**src/rtl/abs_pkg.sv**
```systemverilog
// Shared definitions for the offset/abs pipeline: mode encoding and the
// signed saturation helper used by every lane.
package abs_pkg;

   typedef enum logic [1:0] {
      MODE_PASS = 2'd0,
      MODE_ABS  = 2'd1,
      MODE_HALF = 2'd2,
      MODE_NABS = 2'd3
   } mode_e;

   // Clip a sign-extended value into the signed range of a width-bit word.
   function automatic logic signed [31:0] sat_clip(input logic signed [31:0] value,
                                                   input int               width);
      logic signed [31:0] hi;
      logic signed [31:0] lo;
      hi = (32'sd1 <<< (width - 1)) - 32'sd1;
      lo = -hi - 32'sd1;
      if (value > hi) begin
         return hi;
      end else if (value < lo) begin
         return lo;
      end
      return value;
   endfunction

endpackage

```
**src/rtl/abs_offset_lane.sv**
```systemverilog
// One channel of the pipeline: saturating offset add, mode shaping and sat flag.
// Peak-magnitude hold is built only when ABS_PEAK_HOLD_EN is defined.
module abs_offset_lane
   import abs_pkg::*;
#(
   parameter int DATA_WIDTH = 16
) (
   input  logic                         clk_i,
   input  logic                         rst_i,
   input  logic                         in_valid,
   input  logic                         mid_valid,
   input  logic signed [DATA_WIDTH-1:0] sample,
   input  logic signed [DATA_WIDTH-1:0] offset,
   input  mode_e                        mode,
   input  logic                         peak_clear,
   output logic signed [DATA_WIDTH-1:0] data,
   output logic                         sat,
   output logic        [DATA_WIDTH-1:0] peak
);

   localparam logic signed [DATA_WIDTH-1:0] MAX_VAL = {1'b0, {(DATA_WIDTH-1){1'b1}}};
   localparam logic signed [DATA_WIDTH-1:0] MIN_VAL = {1'b1, {(DATA_WIDTH-1){1'b0}}};

   logic signed [DATA_WIDTH:0]   sum_wide;
   logic signed [31:0]           sum_ext;
   logic signed [31:0]           sum_sat;
   logic                         clip;

   logic signed [DATA_WIDTH-1:0] s1_sum;
   logic                         s1_sat;
   mode_e                        s1_mode;

   logic                         is_min;
   logic signed [DATA_WIDTH-1:0] mag;
   logic signed [DATA_WIDTH-1:0] res;
   logic                         res_sat;

   assign sum_wide = {sample[DATA_WIDTH-1], sample} + {offset[DATA_WIDTH-1], offset};
   assign sum_ext  = {{(31-DATA_WIDTH){sum_wide[DATA_WIDTH]}}, sum_wide};
   assign sum_sat  = sat_clip(sum_ext, DATA_WIDTH);
   assign clip     = (sum_sat != sum_ext);

   // Mode travels with the sample so a mid-stream change only hits later samples.
   always_ff @(posedge clk_i) begin
      if (rst_i) begin
         s1_sum  <= '0;
         s1_sat  <= 1'b0;
         s1_mode <= MODE_PASS;
      end else if (in_valid) begin
         s1_sum  <= sum_sat[DATA_WIDTH-1:0];
         s1_sat  <= clip;
         s1_mode <= mode;
      end
   end

   // The most negative value has no positive twin, so its magnitude clamps.
   always_comb begin
      is_min  = (s1_sum == MIN_VAL);
      mag     = is_min ? MAX_VAL : (s1_sum[DATA_WIDTH-1] ? -s1_sum : s1_sum);
      res     = s1_sum;
      res_sat = s1_sat;
      case (s1_mode)
         MODE_PASS: res = s1_sum;
         MODE_ABS: begin
            res     = mag;
            res_sat = s1_sat | is_min;
         end
         MODE_HALF: res = s1_sum[DATA_WIDTH-1] ? '0 : s1_sum;
         MODE_NABS: res = is_min ? MIN_VAL : -mag;
         default:   res = s1_sum;
      endcase
   end

   always_ff @(posedge clk_i) begin
      if (rst_i) begin
         data <= '0;
         sat  <= 1'b0;
      end else if (mid_valid) begin
         data <= res;
         sat  <= res_sat;
      end
   end

`ifdef ABS_PEAK_HOLD_EN
   logic [DATA_WIDTH-1:0] res_mag;
   logic [DATA_WIDTH-1:0] peak_q;

   assign res_mag = (res == MIN_VAL) ? MAX_VAL : (res[DATA_WIDTH-1] ? -res : res);

   // Peak tracks the value landing on data; a clear on the same edge wins.
   always_ff @(posedge clk_i) begin
      if (rst_i || peak_clear) begin
         peak_q <= '0;
      end else if (mid_valid && (res_mag > peak_q)) begin
         peak_q <= res_mag;
      end
   end

   assign peak = peak_q;
`else
   logic unused_peak_clear;
   assign unused_peak_clear = peak_clear;
   assign peak              = '0;
`endif

endmodule

```
**src/rtl/abs_offset_pipe.sv**
```systemverilog
// Two-stage offset/abs pipeline over NUM_CH parallel lanes; top holds the shared
// valid pipeline and GPIO decode. Optional peak hold: define ABS_PEAK_HOLD_EN.
module abs_offset_pipe
   import abs_pkg::*;
#(
   parameter int DATA_WIDTH = 16,
   parameter int NUM_CH     = 2
) (
   input  logic                           clk_i,
   input  logic                           rst_i,
   input  logic [31:0]                    gpio0_i,
   input  logic [31:0]                    gpio1_i,
   input  logic [NUM_CH*DATA_WIDTH-1:0]   adc_data_i,
   input  logic                           valid_i,
   output logic [NUM_CH*DATA_WIDTH-1:0]   data_o,
   output logic                           valid_o,
   output logic [NUM_CH-1:0]              sat_o,
   output logic [NUM_CH*DATA_WIDTH-1:0]   peak_o
);

   logic [DATA_WIDTH-1:0] offset;
   mode_e                 mode;
   logic                  peak_clear;
   logic                  valid_s1;
   logic                  valid_s2;
   logic                  unused_gpio;

   assign offset      = gpio0_i[DATA_WIDTH-1:0];
   assign mode        = mode_e'(gpio1_i[1:0]);
   assign peak_clear  = gpio1_i[2];
   assign unused_gpio = ^{gpio0_i[31:DATA_WIDTH], gpio1_i[31:3]};

   always_ff @(posedge clk_i) begin
      if (rst_i) begin
         valid_s1 <= 1'b0;
         valid_s2 <= 1'b0;
      end else begin
         valid_s1 <= valid_i;
         valid_s2 <= valid_s1;
      end
   end

   assign valid_o = valid_s2;

   for (genvar k = 0; k < NUM_CH; k++) begin : g_lane
      abs_offset_lane #(
         .DATA_WIDTH (DATA_WIDTH)
      ) u_lane (
         .clk_i      (clk_i),
         .rst_i      (rst_i),
         .in_valid   (valid_i),
         .mid_valid  (valid_s1),
         .sample     (adc_data_i[k*DATA_WIDTH +: DATA_WIDTH]),
         .offset     (offset),
         .mode       (mode),
         .peak_clear (peak_clear),
         .data       (data_o[k*DATA_WIDTH +: DATA_WIDTH]),
         .sat        (sat_o[k]),
         .peak       (peak_o[k*DATA_WIDTH +: DATA_WIDTH])
      );
   end

endmodule

```
**config.mk**
```make
export PLATFORM = sky130hd
export DESIGN_NAME = abs_offset_pipe
export DESIGN_NICKNAME = d
export VERILOG_FILES = /design/src/rtl/abs_pkg.sv /design/src/rtl/abs_offset_lane.sv /design/src/rtl/abs_offset_pipe.sv
export SDC_FILE = /design/constraint.sdc
export NUM_CORES = 1
export LEC_CHECK = 0
export ABC_AREA = 1
export CORE_MARGIN = 5
export CORE_UTILIZATION = 56
export CTS_CLUSTER_DIAMETER = 30
export DETAILED_ROUTE_END_ITERATION = 6
export GPL_ROUTABILITY_DRIVEN = 0
export MAX_ROUTING_LAYER = met4
export PLACE_DENSITY = 0.95
export SLEW_MARGIN = 20
export SYNTH_ARGS = -nofsm -noshare
export SYNTH_HDL_FRONTEND = slang
export SYNTH_SLANG_ARGS = --single-unit
```
**constraint.sdc**
```tcl
create_clock -name clk_i -period 6.85 [get_ports clk_i]
set_input_delay 1.37 -clock clk_i [delete_from_list [all_inputs] [get_ports clk_i]]
set_output_delay 1.37 -clock clk_i [all_outputs]
set_load 0.02 [all_outputs]
```
Word level (Yosys, flattened, before mapping)
Index checks and enable logic that the tools add are counted.

Eq/ne operators: 7. Muxes and demuxes: 22. $lt $le $gt $ge: 4. Bitwise logic cells: 2. Add/subtract/negate cells: 6. Reductions and logical operators: 1.

Operator list (number): 32-bit two-way mux (6); 16-bit case mux with 4 select lines (2); 16-bit two-way mux (6); 32-bit by 17-bit != test with 1-bit output (2); 16-bit negator (4); 16-bit by 16-bit adder with 17-bit output (2); 17-bit by 16-bit > comparator with 1-bit output, second input constant (2); 17-bit by 16-bit less-than comparator with 1-bit output, second input constant (2); 16-bit equality test, second input constant (2); 15-bit two-way mux (2); 1-bit two-way mux (6); 2-bit equality test, second input constant (2); 2-bit by 1-bit equality test with 1-bit output, second input constant (1); 2-bit zero test (1); 1-bit OR (2).

Register bits after elaboration: 72. Word-level logic and storage cells: 53. Input port bits: 99. Output and inout bits: 67.

Longest topological paths before layout
Depth after elaboration: 6. Gate-level depth with buffers: 20. Depth with buffers taken out: 19.

By module
Synthesis repeated with hierarchy kept, for this count alone.

Cells, all modules: 1152. Area, all modules: 7447.1 um^2.

By module, submodules not included: abs_offset_lane (cells an instance 573, area each 3696.0 um^2, sequential area each 720.7 um^2, instances 2); abs_offset_pipe (cells an instance 6, area each 55.1 um^2, sequential area each 40.0 um^2, instances 1).

Worst setup path before layout
Ideal clock, no wire load.

Path kind: input to register. Start: input gpio0_i[0]. End: register g_lane[0].u_lane.s1_sat. Path slack: 3.578 ns. Setup time: 0.116 ns. Path buffers: 1. Stages on the path: 14. Arrival time: 3.156 ns. Required time: 6.734 ns. Path through: ha_1 -> inv_1 -> fa_1 -> o21ai_2 -> nand4_1 -> nand2_1 -> nand3_1 -> nand3_1 -> nand2_2 -> nand3_2 -> buf_2 -> nand3_1 -> o211ai_1 -> inv_1.

Word-level cells in the longest chain between the ends: 6. Elaborated cells on any way between the ends: 8. Classes of those cells: 1 x add/sub; 2 x order compare; 1 x eq/ne; 4 x mux.

Ends and longest elaborated chain: start, declared (line abs_offset_pipe.sv:11) `input logic [31:0] gpio0_i,`; 16-bit by 16-bit adder with 17-bit output (*) (line abs_offset_lane.sv:38) `assign sum_wide = {sample[DATA_WIDTH-1], sample} + {offset[DATA_WIDTH-1], offset};`; 17-bit by 16-bit less-than comparator with 1-bit output (line abs_pkg.sv:21) `end else if (value < lo) begin`; 1-bit two-way mux (line abs_pkg.sv:21); 1-bit two-way mux (line abs_pkg.sv:19) `if (value > hi) begin`; 32-bit two-way mux (line abs_pkg.sv:24) `return value;`; 32-bit by 17-bit != test with 1-bit output (*) (line abs_offset_lane.sv:41) `assign clip = (sum_sat != sum_ext);`; end signal, assigned (line abs_offset_lane.sv:51) `s1_sat <= clip;`; end, declared (line abs_offset_lane.sv:30) `logic s1_sat;`.

Mark *: on every way between the ends. The rest lies on a longest branch, timed or not. A chain may end at the register's enable or synchronous reset.

Worst setup path in the final report
Start: input gpio0_i[0]. End: register g_lane[0].u_lane.s1_sum[0].

Word-level cells in the longest chain between the ends: 5. Elaborated cells on any way between the ends: 7. Classes of those cells: 1 x add/sub; 2 x order compare; 4 x mux.

Ends and longest elaborated chain: 16-bit by 16-bit adder with 17-bit output (*) (line abs_offset_lane.sv:38); 17-bit by 16-bit less-than comparator with 1-bit output (line abs_pkg.sv:21); 1-bit two-way mux (line abs_pkg.sv:21); 1-bit two-way mux (line abs_pkg.sv:19); 32-bit two-way mux (*) (line abs_pkg.sv:24); end signal, assigned (line abs_offset_lane.sv:50) `s1_sum <= sum_sat[DATA_WIDTH-1:0];`; end, declared (line abs_offset_lane.sv:29) `logic signed [DATA_WIDTH-1:0] s1_sum;`.

Marks and branches as above.

==> impl_metrics.json <==
{
  "outcome": "completed",
  "tightest_slew_ns": 0.9313,
  "vias_per_cell": 5.706,
  "synth_top_flop_cell": "dfxtp_1",
  "cts_setup_buffers": 0,
  "yosysWarningCount": 0,
  "fmax_mhz": 269.6,
  "start_util_pct": 57.06,
  "synth-seq-cells": 72,
  "finalSetupTns_ns": 0,
  "crit_top_cell": "nand3_1",
  "cp_max_fo": 15,
  "ioPinCount": 166,
  "grt_pass1_vias": 7074,
  "cts_tree": "done",
  "placed_area_um2": 7968,
  "pwr_density_cell_nw_per_um2": 219.3,
  "syn_inst": 1155,
  "seq_area_frac_synth_pct": 20.02,
  "synth_cell_type_count": 54,
  "grt_overflow": 0,
  "cts_made_buffers": 9,
  "wirelength_mm": 19.79,
  "grt.total_usage_pct": 26.69,
  "drtIter0Drc": 858,
  "drc": 0,
  "irDropWorstVdd_mv": 0.1734,
  "critPathKind": "input pin to flop",
  "grt_max_degree": 64,
  "vias": 7925,
  "clockBufferDepth": 2,
  "start_kind": "input pin",
  "rows": 41,
  "cts_sinks": 72,
  "synth_top_area_share_pct": 20.02,
  "hold_viol_final": 0,
  "critPathArrivalTime_ns": 3.98,
  "pre_cts_ws_ns": 2.796,
  "finalClockSkew_ns": 0.009134,
  "leakage_uw": 0.003735,
  "routedWlPerCell_um": 14.25,
  "die_h_um": 123.4,
  "synthToLayoutAreaGrowth_pct": 14.47,
  "synth_common_cells": "nand2_1 (311), a21oi_1 (126), inv_1 (107), nand3_1 (96), nor2_1 (89)",
  "antenna_cells": 0,
  "worstPathCellList": "clkdlybuf4s50_1, ha_1, inv_1, fa_1, o21ai_2, nand4_1, nand2_1, nand3_1, nand3_1, nand2_2, a31oi_4, o21ai_0, a21oi_1",
  "cts-root-buf": "clkbuf_16",
  "grt_pass1_wl_mm": 32.46,
  "insertion_delay_ns": 0.35,
  "synth_edf_count": 0,
  "async_flop_share_pct": 0,
  "io_buffers": 87,
  "drv_slew": 0,
  "ctsHoldBuffers": 0,
  "final_area_um2": 8243,
  "max-cap-violations": 0,
  "cts.htree.levels": 3,
  "coreArea_um2": 12620,
  "cts.repair.resized": 0,
  "die_area_um2": 15230,
  "dpl.hpwl_mm": 15.27,
  "hold_path_class": "flop to flop",
  "cp_slowest_cell": "clkdlybuf4s50_1",
  "yosysMostFrequentCell": "nand2_1",
  "end_kind": "flop",
  "synth_top_area_cell": "dfxtp_1",
  "post-route-period-util_pct": 54.15,
  "critPathMaxStageDelay_ns": 0.50,
  "dr.pass1.iters": 7,
  "path_clk_slew_ns": 0.06,
  "chipWidth_um": 123.4,
  "slew_headroom_pct": 37.68,
  "rsz0062_at_grt": "no",
  "required_ns": 7.13,
  "netlist_area_um2": 7201,
  "finalPower_uw": 1807,
  "synth_area_leaders": "dfxtp_1 (20%), nand2_1 (16%), a21oi_1 (8.8%)",
  "setup_viol": 0,
  "final_layout_size_suffix_gt1_share_pct": 7.313,
  "ant_nets": 0,
  "setup_ws_ns": 3.141,
  "fin_crit_ns": 3.709,
  "finalNetCount": 1350,
  "grt_antenna_before_repair": 0,
  "synth_area_per_cell_um2": 6.234
}
## sequential cells by signal (all words and copies together), names as in the netlist
register,count
g_lane.u_lane.s1_sat,2
g_lane.u_lane.data,32
g_lane.u_lane.s1_mode,2
valid_s1,1
valid_o,1
g_lane.u_lane.sat,2
g_lane.u_lane.s1_sum,32
## metrics by stage
stage,hold WS [ns],cells,utilization [%]
finish,0.4631,1389,65.32
global route,0.4878,1389,65.32
CTS,0.4665,1389,65.30
detailed placement,0.4578,1374,63.14
global placement,0.4515,1374,63.14
floorplan,0.4453,1186,-
## path summary, 6_finish.rpt
check                                                start                                 endpoint  slack, ns  cells after the start
setup / recovery                                gpio0_i[0]  g_lane[0].u_lane.s1_sum[0]$_SDFFE_PP0P_       3.14                     13
hold reg to reg     g_lane[1].u_lane.data[10]$_SDFFE_PP0P_   g_lane[1].u_lane.data[10]$_SDFFE_PP0P_       0.46                      2
hold / removal      g_lane[1].u_lane.data[10]$_SDFFE_PP0P_   g_lane[1].u_lane.data[10]$_SDFFE_PP0P_       0.46                      2
setup reg to reg  g_lane[1].u_lane.s1_sum[15]$_SDFFE_PP0P_    g_lane[1].u_lane.data[6]$_SDFFE_PP0P_       3.76                     17
## cell families (layout without fill, tap and decap cells)
logic type | count (synthesis) | count (layout) | synth area share [%]
AO/OA/AOI/OAI | 246 | 246 | 20.21
XOR/XNOR | 35 | 35 | 4.674
adder cells (fa/ha/maj) | 38 | 38 | 6.811
buffers and inverters | 188 | 219 | 12.32
flip-flops | 72 | 72 | 20.02
other | 1 | 32 | 0.05208
AND/OR/NAND/NOR | 575 | 575 | 35.92
## report_power, final
group	switching [uW]	total [uW]	internal, uW
clock	183	435	252
combinational	556	857	301
sequential	57.3	516	458
total	796	1810	1010
## metal layers
layer / routed length [um] / global-route usage, %
met1: 8335 / 34.38
met2: 8679 / 41.62
met3: 2170 / 4.986
met4: 605 / 10.17
met5: 0 / -
## layout make-up
class | count | area (um2)
Clock inverter | 5 | 33.78
Timing Repair Buffer | 91 | 898.4
Clock buffer | 10 | 239.0
Inverter | 113 | 424.2
Tap cell | 172 | 215.2
Fill cell | 1091 | 4377
Multi-Input combinational cell | 926 | 4991
Sequential cell | 72 | 1441
## cell usage in the layout (no fill, tap or decap), drive strengths merged, types with 6 or more instances in the layout
| master | count |
|---|---|
| nor3 | 16 |
| nand4 | 10 |
| a21oi | 133 |
| xnor2 | 13 |
| clkbuf | 10 |
| nand2 | 324 |
| dfxtp | 72 |
| clkdlybuf4s50 | 86 |
| o21bai | 7 |
| o211ai | 11 |
| nor2 | 109 |
| conb | 32 |
| xor2 | 22 |
| o21ai | 59 |
| ha | 36 |
| nand3b | 6 |
| a221oi | 13 |
| inv | 111 |
| nand3 | 107 |
## critical path, delay by kind of cell
| kind | cells | cell delay (ns) |
|---|---|---|
| adders and majority gates | 2 | 0.59 |
| AOI/OAI and AO/OA | 4 | 0.83 |
| and+or+nand+nor | 5 | 0.63 |
| buffers and inverters | 2 | 0.56 |
Power figures use the tool's default switching activity.
==> variant 1 (same settings) <==
The parameter `NUM_CH` goes from 2 to 1.
--- a/src/rtl/abs_offset_pipe.sv
+++ b/src/rtl/abs_offset_pipe.sv
@@ -5,5 +5,5 @@
 #(
    parameter int DATA_WIDTH = 16,
-   parameter int NUM_CH     = 2
+   parameter int NUM_CH     = 1
 ) (
    input  logic                           clk_i,
Interface: changed (resized adc_data_i, data_o, peak_o and sat_o); port bits go from 166 to 117. The function was not compared with the original's and may differ.
==> variant 1 against the unedited design <==
The run now ends with DRC left. Sequential cell count fell by 34. Area after synthesis fell by 50%. Worst setup slack got worse by 50 ps. Routed wire length fell by 50%. Synthesized cell count fell by 49%. Design area fell by 48%. Worst hold slack improved by 5.7 ps. Power fell by 47%. Largest cell class unchanged. Largest power group unchanged.
==> variant 1: results <==
metrics = {
    "drt": {
        "drt-met1-wl_mm": 3.73,
        "dr_wl_met2_mm": 4.83,
        "vias": 4098,
        "drc": 6,
        "routed_wl_mm": 9.86,
        "highest_layer": "met4",
        "drtIter0Drc": 404,
        "wl_met3_um": 910,
    },
    "clock_network": {
        "clockRootBuffer": "clkbuf_8",
        "hold_buffers": 0,
        "post_cts_resized": 0,
        "numCtsBuffers": 5,
        "postCtsSetupBuffers": 0,
        "clkLatencyLatePin_ps": 300,
        "htree_levels": 2,
    },
    "pwr": {
        "vdd_drop_max_mv": 0.206,
        "p_leak_nw": 1.97,
    },
    "layout": {
        "top_regs": "g_lane.u_lane.data x16, g_lane.u_lane.s1_sum x16, g_lane.u_lane.s1_mode x2",
        "nFillCells": 538,
        "final_nets": 733,
        "n_antenna_cell": 0,
        "drive_gt1_share_pct": 7.59,
    },
    "global_route": {
        "grt_max_degree": 34,
        "grtUsageTotal_pct": 24.1,
        "grt_pass1_vias": 3921,
        "grt_pass1_wl_mm": 16.6,
    },
    "logic_synthesis": {
        "yosysWarningCount": 0,
        "yosysSeqAreaShare_pct": 20.9,
        "synth.area.top_cells": "dfxtp_1 21%, nand2_1 16%, a21oi_1 8.7%, nand3_1 6.6%, ha_1 6.2%",
        "synth_common_cells": "159 x nand2_1, 63 x a21oi_1, 55 x nor2_1",
        "synth_ff_type": "dfxtp_1",
        "synth.distinct_cells": 42,
    },
    "run_status": {
        "violations": "DRC",
        "status": "complete, but fails checks",
    },
    "critical_path": {
        "cp.arrival_ps": 3980,
        "cpPeakStageDelay_ps": 460,
        "cp_slowest_cell": "clkdlybuf4s50_1",
    },
    "placement": {
        "dp_hpwl_mm": 7.33,
        "port_buffers": 54,
        "placed_area_um2": 4140,
    },
    "timing": {
        "skew_ps": 9.21,
        "relSlewSlack_pct": 44.6,
    },
}
variant 1: cell type report:
cell class,instances,area (µm²),share of cell area (%)
multi-input combinational,471,2510,58.6
sequential,38,761,17.7
timing repair buffer,55,548,12.8
inverter,60,225,5.25
tap,77,96.3,2.25
clock buffer,6,82.6,1.93
clock inverter,2,60.1,1.40
variant 1: path summary, 6_finish.rpt:
check | start | endpoint | slack (ps) | depth (start not counted)
hold / removal | g_lane[0].u_lane.data[6]$_SDFFE_PP0P_ | g_lane[0].u_lane.data[6]$_SDFFE_PP0P_ | 470 | 2
setup / recovery | gpio0_i[0] | g_lane[0].u_lane.s1_sum[0]$_SDFFE_PP0P_ | 3090 | 13
hold reg to reg | g_lane[0].u_lane.data[6]$_SDFFE_PP0P_ | g_lane[0].u_lane.data[6]$_SDFFE_PP0P_ | 470 | 2
setup reg to reg | g_lane[0].u_lane.s1_sum[15]$_SDFFE_PP0P_ | g_lane[0].u_lane.data[14]$_SDFFE_PP0P_ | 3860 | 18
variant 1: kinds of logic after synthesis:
kind of cell | after synthesis | synth area share (%)
AO/OA/AOI/OAI | 123 | 20.2
XOR/XNOR | 17 | 4.71
AND/OR/NAND/NOR | 296 | 35.7
flip-flops | 38 | 20.9
other | 1 | 0.103
buffers and inverters | 92 | 11.6
adder cells (fa/ha/maj) | 19 | 6.74
variant 1: layer usage:
layer	global-route usage [%]	vias up
met2	42.9	228
met4	12.5	0
li1	-	1999
met3	3.92	46
met1	25.5	1825
met5	-	-
variant 1: critical path, delay by kind of cell:
family                   cells  cell delay, ps
buffers and inverters        2             540
adder cells (fa/ha/maj)      2             580
AO/OA/AOI/OAI                4             780
AND/OR/NAND/NOR              5             720
variant 1: stage by stage:
| step | worst slack [ps] | instances | util, % |
|---|---|---|---|
| detailed placement | 2790 | 701 | 65.2 |
| CTS | 3090 | 709 | 67.5 |
| global placement | 2870 | 701 | 65.2 |
| global route | 2910 | 709 | 67.5 |
| floorplan | 3540 | 601 | - |
| finish | 3090 | 709 | 67.5 |
variant 1: where the power goes:
part / switching (mW) / internal (mW)
clock: 0.0840 / 0.155
sequential: 0.0299 / 0.242
combinational: 0.285 / 0.155
==> variant 2 (config.mk and constraints unchanged) <==
Without the edit above. Remove the case item `MODE_NABS` of the case on `s1_mode`.
--- a/src/rtl/abs_offset_lane.sv
+++ b/src/rtl/abs_offset_lane.sv
@@ -67,5 +67,4 @@
          end
          MODE_HALF: res = s1_sum[DATA_WIDTH-1] ? '0 : s1_sum;
-         MODE_NABS: res = is_min ? MIN_VAL : -mag;
          default:   res = s1_sum;
       endcase
Function: changed (a bounded check fails within 4 cycles, from zero or initial values and one cycle with rst_i high).
==> variant 2 against the unedited design <==
Count of clock-buffer cells in the layout grew 1. Routed wire length fell by 18%. Non-clock buffer count fell by 2. Design area fell by 11%. Clock power shrank 0.9%. Area after synthesis is 12% lower. Sequential cell count unchanged. Power shrank 17%. Worst setup slack lost 97 ps. Critical endpoint is now g_lane[0].u_lane.s1_sum[3]$_SDFFE_PP0P_. Largest power group unchanged. Highest routed layer unchanged.
==> variant 2: results <==
metrics = {
    "critical_path": {
        "cp_top_family": "simple AND/OR/NAND/NOR gates",
        "cp.arrival_ps": 4060,
        "regToRegStartpoint": "g_lane[0].u_lane.s1_mode[1]$_SDFFE_PP0P_",
        "cp_slowest_cell": "clkdlybuf4s50_1",
        "cpPeakStageDelay_ps": 530,
        "r2r_cells": 8,
        "timing.rr.end": "g_lane[0].u_lane.data[15]$_SDFFE_PP0P_",
        "rrSetupSlack_ps": 4090,
    },
    "clock_network": {
        "clk_path_buf_depth": 2,
        "cts.clk_slew.worst_paths_ps": 60,
    },
    "run_status": {
        "status": "complete, no violations",
    },
    "pwr": {
        "vdd_drop_max_mv": 0.148,
        "intPower_uw": 927,
        "p_leak_nw": 3.38,
        "p_clk_share_pct": 28.7,
        "comb_power_share_pct": 37.8,
        "p_switching_uw": 575,
    },
    "layout": {
        "final_cells": 1210,
        "drive_gt1_share_pct": 9.16,
        "syn_to_final_growth_pct": 16.3,
        "nFillCells": 959,
    },
    "global_route": {
        "grt_pass1_wl_mm": 26.9,
        "grtUsageTotal_pct": 25.0,
        "grt_max_degree": 53,
        "grt_pass1_vias": 5899,
    },
    "logic_synthesis": {
        "yosysSeqAreaShare_pct": 22.9,
        "synth.area.top_cells": "dfxtp_1 23%, nand2_1 16%, a21oi_1 8.3%, ha_1 7.1%, nand3_1 6.2%",
        "async_flop_share_pct": 0,
        "synth.distinct_cells": 42,
        "syn_avg_cell_area_um2": 6.30,
        "synth_common_cells": "273 x nand2_1, 105 x a21oi_1, 102 x inv_1",
    },
    "timing": {
        "skew_ps": 5.30,
        "holdWs_ps": 465,
        "relSlewSlack_pct": 31.2,
    },
    "drt": {
        "via_per_inst": 5.45,
        "dr_wl_met2_mm": 7.52,
        "drt_pass1_iterations": 5,
        "drt-met1-wl_mm": 6.87,
        "drtIter0Drc": 655,
        "wl_met3_mm": 1.51,
        "post_drt_wl_per_cell_um": 13.3,
    },
    "placement": {
        "dpl_worst_slack_ps": 2700,
        "dp_hpwl_mm": 12.4,
        "port_buffers": 87,
    },
    "min_path": {
        "worstHoldStart": "g_lane[1].u_lane.data[4]$_SDFFE_PP0P_",
        "holdPathEnd": "g_lane[1].u_lane.data[4]$_SDFFE_PP0P_",
    },
}
variant 2: changes by cell type in the layout (fill, tap and decap cells not counted), moves of 16 or more:
cell | unedited run | this run
a21oi_1 | 126 | 105
a21oi_2 | 5 | 21
nand2_1 | 311 | 273
nand2_2 | 13 | 30
nand3_1 | 96 | 78
nor2_1 | 88 | 57
variant 2: worst max-delay path by stage:
| stage | start | cells after the start | to |
|---|---|---|---|
| after global placement | gpio0_i[0] | 15 | g_lane[0].u_lane.s1_sum[3]$_SDFFE_PP0P_ |
| after detailed placement | gpio0_i[0] | 15 | g_lane[0].u_lane.s1_sum[3]$_SDFFE_PP0P_ |
| after global routing | gpio0_i[0] | 15 | g_lane[0].u_lane.s1_sum[3]$_SDFFE_PP0P_ |
| after floorplan | gpio0_i[0] | 15 | g_lane[0].u_lane.s1_sum[11]$_SDFFE_PP0P_ |
| after CTS | gpio0_i[0] | 15 | g_lane[0].u_lane.s1_sum[3]$_SDFFE_PP0P_ |
| final | adc_data_i[0] | 15 | g_lane[0].u_lane.s1_sum[3]$_SDFFE_PP0P_ |
variant 2: routing by layer:
metal | track usage, % | up-vias
met5 | - | -
met1 | 32.6 | 2901
met2 | 40.4 | 351
met4 | 7.73 | 0
li1 | - | 3317
met3 | 3.32 | 26
variant 2: cells by family after synthesis:
group | after synthesis | share of synthesized area (%)
fa+ha+maj | 38 | 7.78
flops | 72 | 22.9
buf+inv | 180 | 13.4
simple gates | 483 | 34.4
other cells | 1 | 0.0595
compound gates | 204 | 18.3
xor+xnor | 23 | 3.20
variant 2: layout make-up:
type	count	area share (%)
clock buffer	11	3.31
multi-input combinational	780	56.4
clock inverter	5	0.444
timing repair buffer	89	12.0
tap	140	2.39
sequential	72	19.7
inverter	113	5.78
